## src/rtl/usb_tx_pkg.sv

```systemverilog
// USB TX serializer shared types.
// States, line encodings and stuffing limit.
package usb_tx_pkg;

  typedef enum logic [2:0] {
    IDLE,
    DATA,
    STUFF,
    EOP_SE0,
    EOP_J
  } state_t;

  // Line state packed as {dp, dm}.
  typedef logic [1:0] line_t;

  localparam line_t J   = 2'b10;
  localparam line_t K   = 2'b01;
  localparam line_t SE0 = 2'b00;

  localparam int STUFF_LIMIT = 6;
  localparam int ONES_W      = $clog2(STUFF_LIMIT + 1);

  function automatic line_t level_to_line(input logic lvl);
    return lvl ? J : K;
  endfunction

endpackage

```

## src/rtl/usb_nrzi_stuffer.sv

```systemverilog
// NRZI level tracker and run-of-ones counter.
// Reports the next line level and when a stuff bit is due.
module usb_nrzi_stuffer
  import usb_tx_pkg::*;
#(
  parameter bit NRZI_EN  = 1'b1,
  parameter bit STUFF_EN = 1'b1
) (
  input  logic clk,
  input  logic rst,
  input  logic clr_i,
  input  logic strobe_i,
  input  logic bit_i,
  output logic level_o,
  output logic stuff_req_o
);

  logic              lvl_q, lvl_d;
  logic [ONES_W-1:0] ones_q, ones_d;

  // Line level for the bit offered now; stuff due on the 6th one.
  always_comb begin
    level_o     = NRZI_EN ? (bit_i ? lvl_q : ~lvl_q) : bit_i;
    stuff_req_o = STUFF_EN && bit_i &&
                  (ones_q == ONES_W'(STUFF_LIMIT - 1));
  end

  // Next level and ones count; clear returns the line to J.
  always_comb begin
    lvl_d  = lvl_q;
    ones_d = ones_q;
    if (clr_i) begin
      lvl_d  = 1'b1;
      ones_d = '0;
    end else if (strobe_i) begin
      lvl_d = level_o;
      if (!bit_i)
        ones_d = '0;
      else if (ones_q != ONES_W'(STUFF_LIMIT))
        ones_d = ones_q + 1'b1;
    end
  end

  // Level and ones-count registers.
  always_ff @(posedge clk) begin
    if (rst) begin
      lvl_q  <= 1'b1;
      ones_q <= '0;
    end else begin
      lvl_q  <= lvl_d;
      ones_q <= ones_d;
    end
  end

endmodule

```

## src/rtl/usb_tx_serializer.sv

```systemverilog
// USB transmit serializer: packet shift-out with NRZI,
// bit stuffing and SE0/J end-of-packet.
module usb_tx_serializer
  import usb_tx_pkg::*;
#(
  parameter int MAX_BITS     = 544,
  parameter int LEN_W        = $clog2(MAX_BITS + 1),
  parameter bit NRZI_EN      = 1'b1,
  parameter bit STUFF_EN     = 1'b1,
  parameter int EOP_SE0_BITS = 2
) (
  input  logic                clk,
  input  logic                rst,
  input  logic                bit_en,
  input  logic                load_valid,
  output logic                load_ready,
  input  logic [MAX_BITS-1:0] load_data,
  input  logic [LEN_W-1:0]    load_len,
  input  logic                abort,
  output logic                dp_out,
  output logic                dm_out,
  output logic                busy,
  output logic                done,
  output logic                aborted
);

  localparam int EOP_W =
    (EOP_SE0_BITS < 2) ? 1 : $clog2(EOP_SE0_BITS + 1);

  state_t              state_q, state_d;
  logic [MAX_BITS-1:0] data_q, data_d;
  logic [LEN_W-1:0]    rem_q, rem_d;
  logic [EOP_W-1:0]    eop_q, eop_d;
  logic                abort_q, abort_d;
  line_t               line_q, line_d;
  logic                done_q, done_d;
  logic                aborted_q, aborted_d;
  logic                ready_q, ready_d;

  logic                hs;
  logic [LEN_W-1:0]    len_clamped;
  logic [EOP_W-1:0]    eop_inc;
  logic                st_bit;
  logic                st_strobe;
  logic                st_clr;
  logic                st_level;
  logic                st_stuff_req;

  assign hs          = load_valid && ready_q;
  assign len_clamped = (load_len > LEN_W'(MAX_BITS)) ?
                       LEN_W'(MAX_BITS) : load_len;
  assign eop_inc     = eop_q + 1'b1;
  assign st_bit      = (state_q == DATA) ? data_q[0] : 1'b0;

  usb_nrzi_stuffer #(
    .NRZI_EN  (NRZI_EN),
    .STUFF_EN (STUFF_EN)
  ) u_nrzi (
    .clk         (clk),
    .rst         (rst),
    .clr_i       (st_clr),
    .strobe_i    (st_strobe),
    .bit_i       (st_bit),
    .level_o     (st_level),
    .stuff_req_o (st_stuff_req)
  );

  // Packet sequencing: load, data/stuff bits, SE0 run, final J.
  always_comb begin
    state_d   = state_q;
    data_d    = data_q;
    rem_d     = rem_q;
    eop_d     = eop_q;
    abort_d   = abort_q;
    line_d    = line_q;
    done_d    = 1'b0;
    aborted_d = 1'b0;
    st_strobe = 1'b0;
    st_clr    = 1'b0;
    // Ready drops for the done cycle, rising one edge later.
    ready_d   = (state_q == IDLE) && !hs;
    unique case (state_q)
      IDLE: begin
        line_d = J;
        if (hs) begin
          data_d  = load_data;
          rem_d   = len_clamped;
          eop_d   = '0;
          abort_d = 1'b0;
          state_d = (len_clamped == '0) ? EOP_SE0 : DATA;
        end
      end
      DATA, STUFF: begin
        if (abort) abort_d = 1'b1;
        if (bit_en && (abort || abort_q)) begin
          line_d  = SE0;
          eop_d   = EOP_W'(1);
          state_d = (EOP_SE0_BITS <= 1) ? EOP_J : EOP_SE0;
        end else if (bit_en) begin
          st_strobe = 1'b1;
          line_d    = level_to_line(st_level);
          eop_d     = '0;
          if (state_q == DATA) begin
            data_d = data_q >> 1;
            rem_d  = rem_q - 1'b1;
            if (st_stuff_req)
              state_d = STUFF;
            else if (rem_q == LEN_W'(1))
              state_d = EOP_SE0;
          end else begin
            state_d = (rem_q == '0) ? EOP_SE0 : DATA;
          end
        end
      end
      EOP_SE0: begin
        if (bit_en) begin
          line_d = SE0;
          eop_d  = eop_inc;
          if (eop_inc >= EOP_W'(EOP_SE0_BITS))
            state_d = EOP_J;
        end
      end
      EOP_J: begin
        if (bit_en) begin
          line_d    = J;
          st_clr    = 1'b1;
          done_d    = !abort_q;
          aborted_d = abort_q;
          abort_d   = 1'b0;
          state_d   = IDLE;
        end
      end
      default: state_d = IDLE;
    endcase
  end

  // State, datapath and registered outputs.
  always_ff @(posedge clk) begin
    if (rst) begin
      state_q   <= IDLE;
      data_q    <= '0;
      rem_q     <= '0;
      eop_q     <= '0;
      abort_q   <= 1'b0;
      line_q    <= J;
      done_q    <= 1'b0;
      aborted_q <= 1'b0;
      ready_q   <= 1'b1;
    end else begin
      state_q   <= state_d;
      data_q    <= data_d;
      rem_q     <= rem_d;
      eop_q     <= eop_d;
      abort_q   <= abort_d;
      line_q    <= line_d;
      done_q    <= done_d;
      aborted_q <= aborted_d;
      ready_q   <= ready_d;
    end
  end

  assign dp_out     = line_q[1];
  assign dm_out     = line_q[0];
  assign load_ready = ready_q;
  assign busy       = ~ready_q;
  assign done       = done_q;
  assign aborted    = aborted_q;

endmodule

```

## config.mk

```make
export PLATFORM = sky130hd
export DESIGN_NAME = usb_tx_serializer
export DESIGN_NICKNAME = d
export VERILOG_FILES = /design/src/rtl/usb_tx_pkg.sv /design/src/rtl/usb_nrzi_stuffer.sv /design/src/rtl/usb_tx_serializer.sv
export SDC_FILE = /design/constraint.sdc
export NUM_CORES = 1
export LEC_CHECK = 0
export BUFFER_PORTS_ARGS = -buffer_cell sky130_fd_sc_hd__buf_2
export CAP_MARGIN = 10
export CELL_PAD_IN_SITES_DETAIL_PLACEMENT = 0
export CELL_PAD_IN_SITES_GLOBAL_PLACEMENT = 1
export CORE_UTILIZATION = 42
export CTS_CLUSTER_SIZE = 24
export DETAILED_ROUTE_END_ITERATION = 10
export PLACE_DENSITY = 0.92
export SETUP_SLACK_MARGIN = 0.05
export SYNTH_ARGS = -nofsm -noshare
export SYNTH_HDL_FRONTEND = slang
export SYNTH_SLANG_ARGS = --single-unit
export TNS_END_PERCENT = 100
```

## constraint.sdc

```tcl
create_clock -name clk -period 5.2 [get_ports clk]
set_input_delay 0 -clock clk [delete_from_list [all_inputs] [get_ports clk]]
set_output_delay 0 -clock clk [all_outputs]
set_load 0.05 [all_outputs]
```

==> flow_metrics.py <==
metrics = {
    "cts": {
        "cts.repair.resized": 0,
        "clock_path_buffers": 3,
        "clock_latency_ns": 0.61,
        "cts_tree": "done",
        "clkSinkCount": 569,
        "clk_pin_slew_ns": 0.06,
        "cts-root-buf": "clkbuf_16",
        "htree_levels": 2,
        "cts_buffers": 60,
    },
    "synthesis": {
        "yosysUniqueCellTypes": 50,
        "syn_inst": 3230,
        "synth_warnings": 0,
        "async_flop_share_pct": 0,
        "ys_seq_area_share_pct": 46.03,
        "synthesis.area_sq_um": 24750,
        "synth_ff_type": "dfxtp_1",
        "synth_edf_count": 0,
        "synth_seq_cells": 569,
        "syn_nets": 3795,
        "synth_area_per_cell_sq_um": 7.662,
    },
    "place": {
        "dp_hpwl_mm": 45.51,
        "gp_congestion": 0.8409,
        "port_buffers": 564,
    },
    "timing": {
        "rsz0062_at_grt": "false",
        "clock_skew_ns": 0.01935,
        "fmaxAchievable_mhz": 258.1,
        "worst_pin_slew_ns": 1.085,
        "fin_crit_sh_pct": 74.51,
        "timing.hold.ws_ns": 0.07123,
        "setup_tns_ns": 0,
        "relSlewSlack_pct": 27.41,
        "finalHoldViolCount": 0,
        "period_needed_ns": 3.875,
        "setup_viol": 0,
        "finalMaxSlewViolations": 0,
    },
    "flow_run": {
        "drv_cap": 0,
    },
    "power_and_ir_drop": {
        "power_density_nw_per_um2": 567.8,
        "peakVddDrop_v": 0.0005735,
        "p_total_mw": 20.07,
        "leakage_nw": 14.28,
    },
    "floorplan": {
        "dieArea_sq_um": 59900,
        "num_io_pins": 565,
        "core_sq_um": 57920,
        "die_h_um": 244.7,
        "rows": 88,
        "fp.dieW_um": 244.7,
        "start_util_pct": 42.73,
    },
    "routing": {
        "detail-route-antenna-nets": 0,
        "routed_via_density": 5.423,
        "wire_per_inst_um": 16.33,
        "drc_errors": 0,
        "dr_total_vias": 26940,
        "drtPass1Iterations": 7,
        "totalWireLength_mm": 81.13,
        "drt_iter0_drc": 2185,
    },
    "global_route": {
        "antenna_found_initial": 12,
        "grt_max_degree": 176,
        "grt_pass1_vias": 25970,
        "grt_usage_pct": 25.90,
        "overflow": 0,
        "grt_pass1_wl_mm": 130.2,
    },
    "setup_path": {
        "cp-start-kind": "register",
        "r2r_setup_slack_ns": 1.33,
        "critPathKind": "reg2reg",
        "cp_max_fo": 158,
        "endpoint_kind": "register",
        "reg2reg_from": "state_q[0]",
        "critPathArrivalTime_ns": 4.35,
        "rr_worst_depth": 8,
        "r2r_end": "rem_q[5]",
        "crit_required_ns": 5.68,
    },
    "layout": {
        "syn_to_final_growth_pct": 42.81,
        "nets": 4710,
        "layout_commonest_cell": "nand2_1",
        "final_cell_mix": "nand2_1, dlygate4sd3_1, dfxtp_1",
        "drive_gt1_share_pct": 16.82,
    },
    "worst_hold_path": {
        "worstHoldStart": "load_len[8]",
        "min_path_type": "in2reg",
        "hold_depth": 5,
        "holdPathEnd": "state_q[1]",
    },
    "outcome": {
        "status": "finished clean",
    },
}
cell families (layout without fill, tap and decap cells):
kind of cell / count (synthesis) / in the layout / share of synthesized area, %
simple gates: 1720 / 1720 / 26.64
compound gates: 602 / 602 / 20.72
flops: 569 / 569 / 46.03
buf+inv: 323 / 1284 / 5.915
fa+ha+maj: 6 / 6 / 0.3033
mux: 6 / 6 / 0.2477
xor+xnor: 4 / 4 / 0.1416
other cells: 0 / 12 / 0
through the flow:
stage                     instances  util [%]  cell area (sq um)  worst slack [ns]
after CTS                      4956     60.97              35310             1.288
after global placement         4277     47.51              27510             2.260
after global routing           4967     61.02              35340             1.009
final                          4968     61.02              35340             1.325
after detailed placement       4277     47.51              27510             2.164
after floorplan                3230         -              24750             3.123
worst max-delay path by stage:
stage	start	end
floorplan	load_ready	data_q[335]
global placement	abort_q	data_q[225]
detailed placement	abort_q	data_q[243]
CTS	state_q[0]	rem_q[5]
global route	state_q[0]	rem_q[5]
finish	state_q[0]	rem_q[5]
area by class of cell:
| type | count | area, sq um |
|---|---|---|
| fillers | 4813 | 22570 |
| multi-input cells | 2338 | 11910 |
| flip-flops and latches | 569 | 11390 |
| repair buffers | 1167 | 8939 |
| clock buffers | 87 | 1834 |
| well taps | 765 | 957.2 |
| clock inverters | 21 | 249.0 |
| inverters | 9 | 33.78 |
| diodes | 12 | 30.03 |
report_power, final:
group	leakage (nW)	total [mW]	switching (mW)	internal (mW)
clock	1.03	4.50	1.82	2.68
combinational	8.55	8.61	5.74	2.87
sequential	4.70	6.95	0.910	6.04
Yosys cell counts, types with 2 or more instances:
master	instances	area [sq um]
and3_1	3	18.77
xor2_1	2	17.52
nor3_1	10	50.05
buf_1	11	41.29
mux2i_1	5	50.05
nand3_1	10	50.05
buf_2	186	930.9
a311oi_1	544	4765
nand2_1	1108	4159
clkbuf_1	112	420.4
dfxtp_1	569	11390
o2111ai_1	2	17.52
nor3b_1	3	22.52
o22ai_1	3	18.77
nor2_1	558	2095
xnor2_1	2	17.52
nand2b_1	3	18.77
nor4_1	7	43.79
a32oi_1	2	17.52
and2_1	4	25.02
a211oi_1	3	22.52
o211ai_1	3	22.52
a31oi_1	6	37.54
o21ai_0	14	70.07
or4_1	3	22.52
inv_1	9	33.78
ha_1	6	75.07
buf_4	5	37.54
nand4_1	3	18.77
a21oi_1	14	70.07
worst max-delay path: stages (launching register included):
cell	delay (ns)
dfxtp_1	0.64
xnor2_1	0.30
or2_4	0.70
buf_12	0.42
nand2_1	0.10
o221ai_1	0.20
dlygate4sd3_1	0.57
a21oi_1	0.05
dlygate4sd3_1	0.59
what timing repair did:
action	4_1_cts	5_1_grt
buffers inserted	0	0
hold buffers	571	0
hold endpoints to repair	568	0
setup endpoints to repair	0	0
metal layers:
metal | vias up | routed length (um) | global-route usage, %
li1 | 13100 | - | -
met1 | 12570 | 33730 | 32.44
met2 | 1038 | 38770 | 42.96
met3 | 230 | 5436 | 4.953
met4 | 2 | 3183 | 11.80
met5 | - | 10 | 0
sequential cells by signal, indices dropped and copies added, names as in the netlist:
register,cells
u_nrzi.ones_q,3
done,1
load_ready,1
abort_q,1
eop_q,2
state_q,3
data_q,544
line_q,2
aborted,1
rem_q,10
u_nrzi.lvl_q,1
Note: power is estimated with default switching activity, not from simulation.
